--- src/rtl/regfile_pkg.sv ---
// Shared constants and types for the register-file write-back path.
// Pure declarations: no latency, no flow control.
package regfile_pkg;
  localparam int DATA_W   = 32;
  localparam int ADDR_W   = 5;
  localparam int NUM_REGS = 1 << ADDR_W;

  typedef logic [ADDR_W-1:0] reg_addr_t;
  typedef logic [DATA_W-1:0] reg_data_t;

  typedef enum logic {
    PRI0 = 1'b0,
    PRI1 = 1'b1
  } arb_state_t;
endpackage

--- src/rtl/rr_arbiter2.sv ---
// Two-way round-robin arbiter; grants are combinational (0 cycles) and only go to valid requesters.
// A losing requester is held off by its low grant until the priority pointer reaches it.
module rr_arbiter2
  import regfile_pkg::*;
(
  input  logic clk,
  input  logic rst_n,
  input  logic req0_valid,
  input  logic req1_valid,
  output logic gnt0,
  output logic gnt1
);

  arb_state_t state_q, state_d;

  always_comb begin
    gnt0    = req0_valid && (!req1_valid || (state_q == PRI0));
    gnt1    = req1_valid && !gnt0;
    state_d = state_q;
    // Whoever wins hands priority to the other side; idle cycles hold it.
    if (gnt0)      state_d = PRI1;
    else if (gnt1) state_d = PRI0;
  end

  always_ff @(posedge clk or negedge rst_n) begin
    if (!rst_n) state_q <= PRI0;
    else        state_q <= state_d;
  end

endmodule

--- src/rtl/regfile_wb_scheduler.sv ---
// Shares the register-file write port between ALU and multi-cycle unit; 1-cycle registered write stage.
// Losers see ready low; dispatch stalls (issue_ready low) while its destination is still pending.
module regfile_wb_scheduler
  import regfile_pkg::*;
(
  input  logic      clk,
  input  logic      rst_n,
  input  logic      req0_valid,
  input  reg_addr_t req0_rd,
  input  reg_data_t req0_data,
  output logic      req0_ready,
  input  logic      req1_valid,
  input  reg_addr_t req1_rd,
  input  reg_data_t req1_data,
  output logic      req1_ready,
  input  logic      issue_valid,
  input  reg_addr_t issue_rd,
  output logic      issue_ready,
  input  reg_addr_t rs1,
  input  reg_addr_t rs2,
  output logic      stall,
  output logic      rf_regwrite,
  output reg_addr_t rf_rd,
  output reg_data_t rf_writedata,
  output logic      err
);

  logic [NUM_REGS-1:0] pending_q, pending_d;
  logic                err_q, err_d;
  logic                rf_regwrite_q, rf_regwrite_d;
  reg_addr_t           rf_rd_q, rf_rd_d;
  reg_data_t           rf_writedata_q, rf_writedata_d;
  logic                gnt0, gnt1;

  rr_arbiter2 u_arb (
    .clk        (clk),
    .rst_n      (rst_n),
    .req0_valid (req0_valid),
    .req1_valid (req1_valid),
    .gnt0       (gnt0),
    .gnt1       (gnt1)
  );

  assign req0_ready  = gnt0;
  assign req1_ready  = gnt1;
  assign issue_ready = !pending_q[issue_rd];
  assign stall       = pending_q[rs1] | pending_q[rs2];

  always_comb begin
    pending_d = pending_q;
    err_d     = err_q;
    if (gnt1) begin
      pending_d[req1_rd] = 1'b0;
      if (!pending_q[req1_rd]) err_d = 1'b1;
    end
    if (issue_valid && issue_ready && (issue_rd != '0)) pending_d[issue_rd] = 1'b1;
    pending_d[0] = 1'b0;
  end

  always_comb begin
    rf_regwrite_d  = 1'b0;
    rf_rd_d        = rf_rd_q;
    rf_writedata_d = rf_writedata_q;
    if (gnt0) begin
      rf_regwrite_d  = (req0_rd != '0);
      rf_rd_d        = req0_rd;
      rf_writedata_d = req0_data;
    end else if (gnt1) begin
      rf_regwrite_d  = (req1_rd != '0);
      rf_rd_d        = req1_rd;
      rf_writedata_d = req1_data;
    end
  end

  always_ff @(posedge clk or negedge rst_n) begin
    if (!rst_n) begin
      pending_q      <= '0;
      err_q          <= 1'b0;
      rf_regwrite_q  <= 1'b0;
      rf_rd_q        <= '0;
      rf_writedata_q <= '0;
    end else begin
      pending_q      <= pending_d;
      err_q          <= err_d;
      rf_regwrite_q  <= rf_regwrite_d;
      rf_rd_q        <= rf_rd_d;
      rf_writedata_q <= rf_writedata_d;
    end
  end

  assign rf_regwrite  = rf_regwrite_q;
  assign rf_rd        = rf_rd_q;
  assign rf_writedata = rf_writedata_q;
  assign err          = err_q;

endmodule

--- config.mk ---
export PLATFORM = sky130hd
export DESIGN_NAME = regfile_wb_scheduler
export DESIGN_NICKNAME = d
export VERILOG_FILES = /design/src/rtl/regfile_pkg.sv /design/src/rtl/rr_arbiter2.sv /design/src/rtl/regfile_wb_scheduler.sv
export SDC_FILE = /design/constraint.sdc
export NUM_CORES = 1
export LEC_CHECK = 0
export ABC_AREA = 0
export CORE_ASPECT_RATIO = 1.2
export CORE_MARGIN = 2
export CORE_UTILIZATION = 52
export CTS_BUF_LIST = sky130_fd_sc_hd__clkbuf_8
export DETAILED_ROUTE_END_ITERATION = 7
export MAX_ROUTING_LAYER = met4
export PLACE_DENSITY_LB_ADDON = 0.25
export SETUP_SLACK_MARGIN = 0.05
export SLEW_MARGIN = 15
export SYNTH_ARGS = -nofsm -noshare
export SYNTH_HDL_FRONTEND = slang
export SYNTH_SLANG_ARGS = --single-unit
--- constraint.sdc ---
create_clock -name clk -period 5 [get_ports clk]
set_input_delay 1 -clock clk [delete_from_list [all_inputs] [get_ports clk]]
set_output_delay 1 -clock clk [all_outputs]
set_load 0.01 [all_outputs]
==> impl_metrics.csv <==
group,metric,value,unit
run_status,run_status,"finished, final reports clean",
layout,area_growth,37.4,%
timing,setup_violations,0,
synthesis,synth_cell_types,46,
synthesis,syn_nets,495,
critical_path,end_kind,"primary output",
critical_path,crit_required,4.00,ns
route,antenna_left,0,
synthesis,synth_commonest_cells,"nand2_1 (73), dfrtp_1 (71), mux2i_1 (47)",
synthesis,yosysMostFrequentCell,"nand2_1",
global_route,grt_pass1_vias,3950,
clock_network,htree_levels,3,
die,rows,36,
synthesis,syn_area,4290,um^2
die,ios,137,
critical_path,start_kind,"input port",
min_path,min_path_type,"register to register",
critical_path,crit_chain,"clkdlybuf4s50_1 > mux4_1 > a32oi_1 > nand3_1 > nor2_1 > clkdlybuf4s50_1",
synthesis,synth_async_sr_flop_share,1.00,
global_route,grt_usage,0.309,
timing,rsz0062_at_grt,"no",
layout,drive_gt1_frac,0.109,
critical_path,path_delay_family,"buffers and inverters",
die,die_w,86.9,um
route,post-route-drc-count,0,
flow_run,cap_violations,0,
die,initial_core_util,0.532,
layout,design_area,5890,um^2
placement,dpl.hpwl,9.48,mm
timing,clock.fmax,0.219,GHz
critical_path,crit_path_top_delay_cell,"clkdlybuf4s50_1",
die,die-area,8990,um^2
timing,relSlewSlack,0.286,
die,die_h,103,um
synthesis,synth_flop_cell,"dfrtp_1",
synthesis,ys_ff_latch,71,
global_route,grt-ovfl-total,0,
route,vias,3938,
critical_path,cp.buffers_inverters,2,
timing,tns,0,ns
global_route,grt_max_degree,77,
route,wl_per_cell,20.9,um
power_and_ir_drop,leakagePower,0.00246,uW
critical_path,path_max_fanout,12,
timing,report.final.slew_viol_count,0,
route,vias_per_cell,6.36,
timing,finalCriticalPeriod,4.56,ns
critical_path,path_class,"input port to primary output",
clock_network,clk_pin_slew,0.08,ns
placement,port_buffers,136,
critical_path,slowest_delay,0.84,ns
global_route,grt_pass1_wl,20.2,mm
critical_path,critPathArrivalTime,3.56,ns
route,wl,13.0,mm
clock_network,ctsResizeCount,0,
power_and_ir_drop,ir_worst_vdd,0.000178,V
clock_network,clockRootBuffer,"clkbuf_8",
synthesis,yosysTopAreaCellShare,0.414,
synthesis,yosysWarnings,0,
layout,finish.utilization,0.730,
clock_network,post_cts_buffers,0,
timing,hold_violations,0,
critical_path,crit_path_frequent_cell,"clkdlybuf4s50_1",
placement,gp_congestion,1.03,
clock_network,clk_path_buf_depth,2,
synthesis,synth.area.top_cells,"dfrtp_1 (41%), mux4_2 (14%), mux2i_1 (11%)",
synthesis,synthCells,401,
synthesis,avgSynthCellArea,10.7,um^2
synthesis,synth_edf_count,0,
timing,skew,0.00732,ns
die,core-area,8060,um^2
clock_network,clock_latency,0.35,ns
route,first_pass_iters,5,
route,drt-initial-drc-count,402,
placement,dpl-instance-area,5660,um^2
clock_network,holdBufCountCts,0,
synthesis,yosysTopAreaCell,"dfrtp_1",
layout,nNetsFinal,613,
timing,fin_crit_sh,0.911,
clock_network,numCtsBuffers,9,
clock_network,cts.sinks,71,
global_route,antenna_found_initial,0,
power_and_ir_drop,pwr_density_cell,330,nW/um^2
clock_network,tritoncts,"built",
synthesis,yosysSeqAreaShare,0.414,
timing,max_slew.worst_pin.slew,1.07,ns
layout,antenna_cells,0,
==> area by class of cell <==
| type | instances | area [um^2] |
|---|---|---|
| Clock buffer | 11 | 151 |
| Timing Repair Buffer | 139 | 1370 |
| Fill cell | 561 | 2170 |
| Multi-Input combinational cell | 293 | 2370 |
| Clock inverter | 5 | 80.1 |
| Sequential cell | 71 | 1780 |
| Inverter | 5 | 18.8 |
| Tap cell | 95 | 119 |
==> worst register-to-register path: stages (launching register included) <==
cell,delay (ns)
dfrtp_1,0.43
o21ai_0,0.50
clkinv_1,0.38
and2_0,0.40
nand2_1,0.14
a22o_1,0.13
==> final timing paths <==
check                         startpoint  slack [ns]  depth (start not counted)          endpoint
min in group asynchronous          rst_n        0.80                          1   rf_writedata[7]
max in group asynchronous          rst_n        3.25                          2  rf_writedata[30]
hold reg to reg                      err        0.49                          1               err
hold / removal                       err        0.49                          1               err
setup / recovery             issue_rd[0]        0.44                          6       issue_ready
setup reg to reg           u_arb.state_q        2.96                          5     pending_q[10]
==> through the flow <==
stage / power [uW] / setup slack, ns / hold WS [ns] / instances
2_1_floorplan: 1110 / 1.53 / 0.467 / 401
3_3_place_gp: 1390 / 0.477 / 0.467 / 603
3_5_place_dp: 1400 / 0.448 / 0.466 / 603
4_1_cts: 1930 / 0.443 / 0.487 / 619
5_1_grt: 2020 / 0.268 / 0.511 / 619
6_report: 1940 / 0.443 / 0.486 / 619
==> layout by cell type, fill, tap and decap left out, types with 3 or more instances in the layout <==
cell	instances
nor2b_1	4
dfrtp_1	71
buf_4	3
nand3_1	10
inv_1	4
mux4_2	27
a22o_1	26
o21ai_0	46
and3_1	6
nor3b_1	7
nand2_1	73
mux2i_1	47
clkdlybuf4s50_1	134
nor2_1	7
clkbuf_8	11
==> per-layer routing <==
metal,wire (um),global-route usage,vias up
met5,0,-,-
met4,813,0.191,0
met3,1230,0.0730,87
met2,6190,0.486,265
met1,4730,0.360,1852
li1,-,-,1734
==> kinds of logic after synthesis <==
| logic type | count (synthesis) | synth area share |
|---|---|---|
| AOI/OAI and AO/OA | 89 | 0.138 |
| buffers and inverters | 37 | 0.0356 |
| DFF | 71 | 0.414 |
| muxes | 78 | 0.269 |
| and+or+nand+nor | 126 | 0.142 |
==> registers in the layout, summed over array words and instances (netlist names) <==
name and flops:
rf_regwrite 1, rf_rd 5, u_arb.state_q 1, pending_q 31
rf_writedata 32, err 1
==> power by group <==
part / total, uW / internal [uW] / switching (uW)
Combinational: 570 / 358 / 212
Clock: 528 / 307 / 221
Sequential: 843 / 680 / 163
Total: 1940 / 1350 / 596
(Power assumes the default switching activity.)
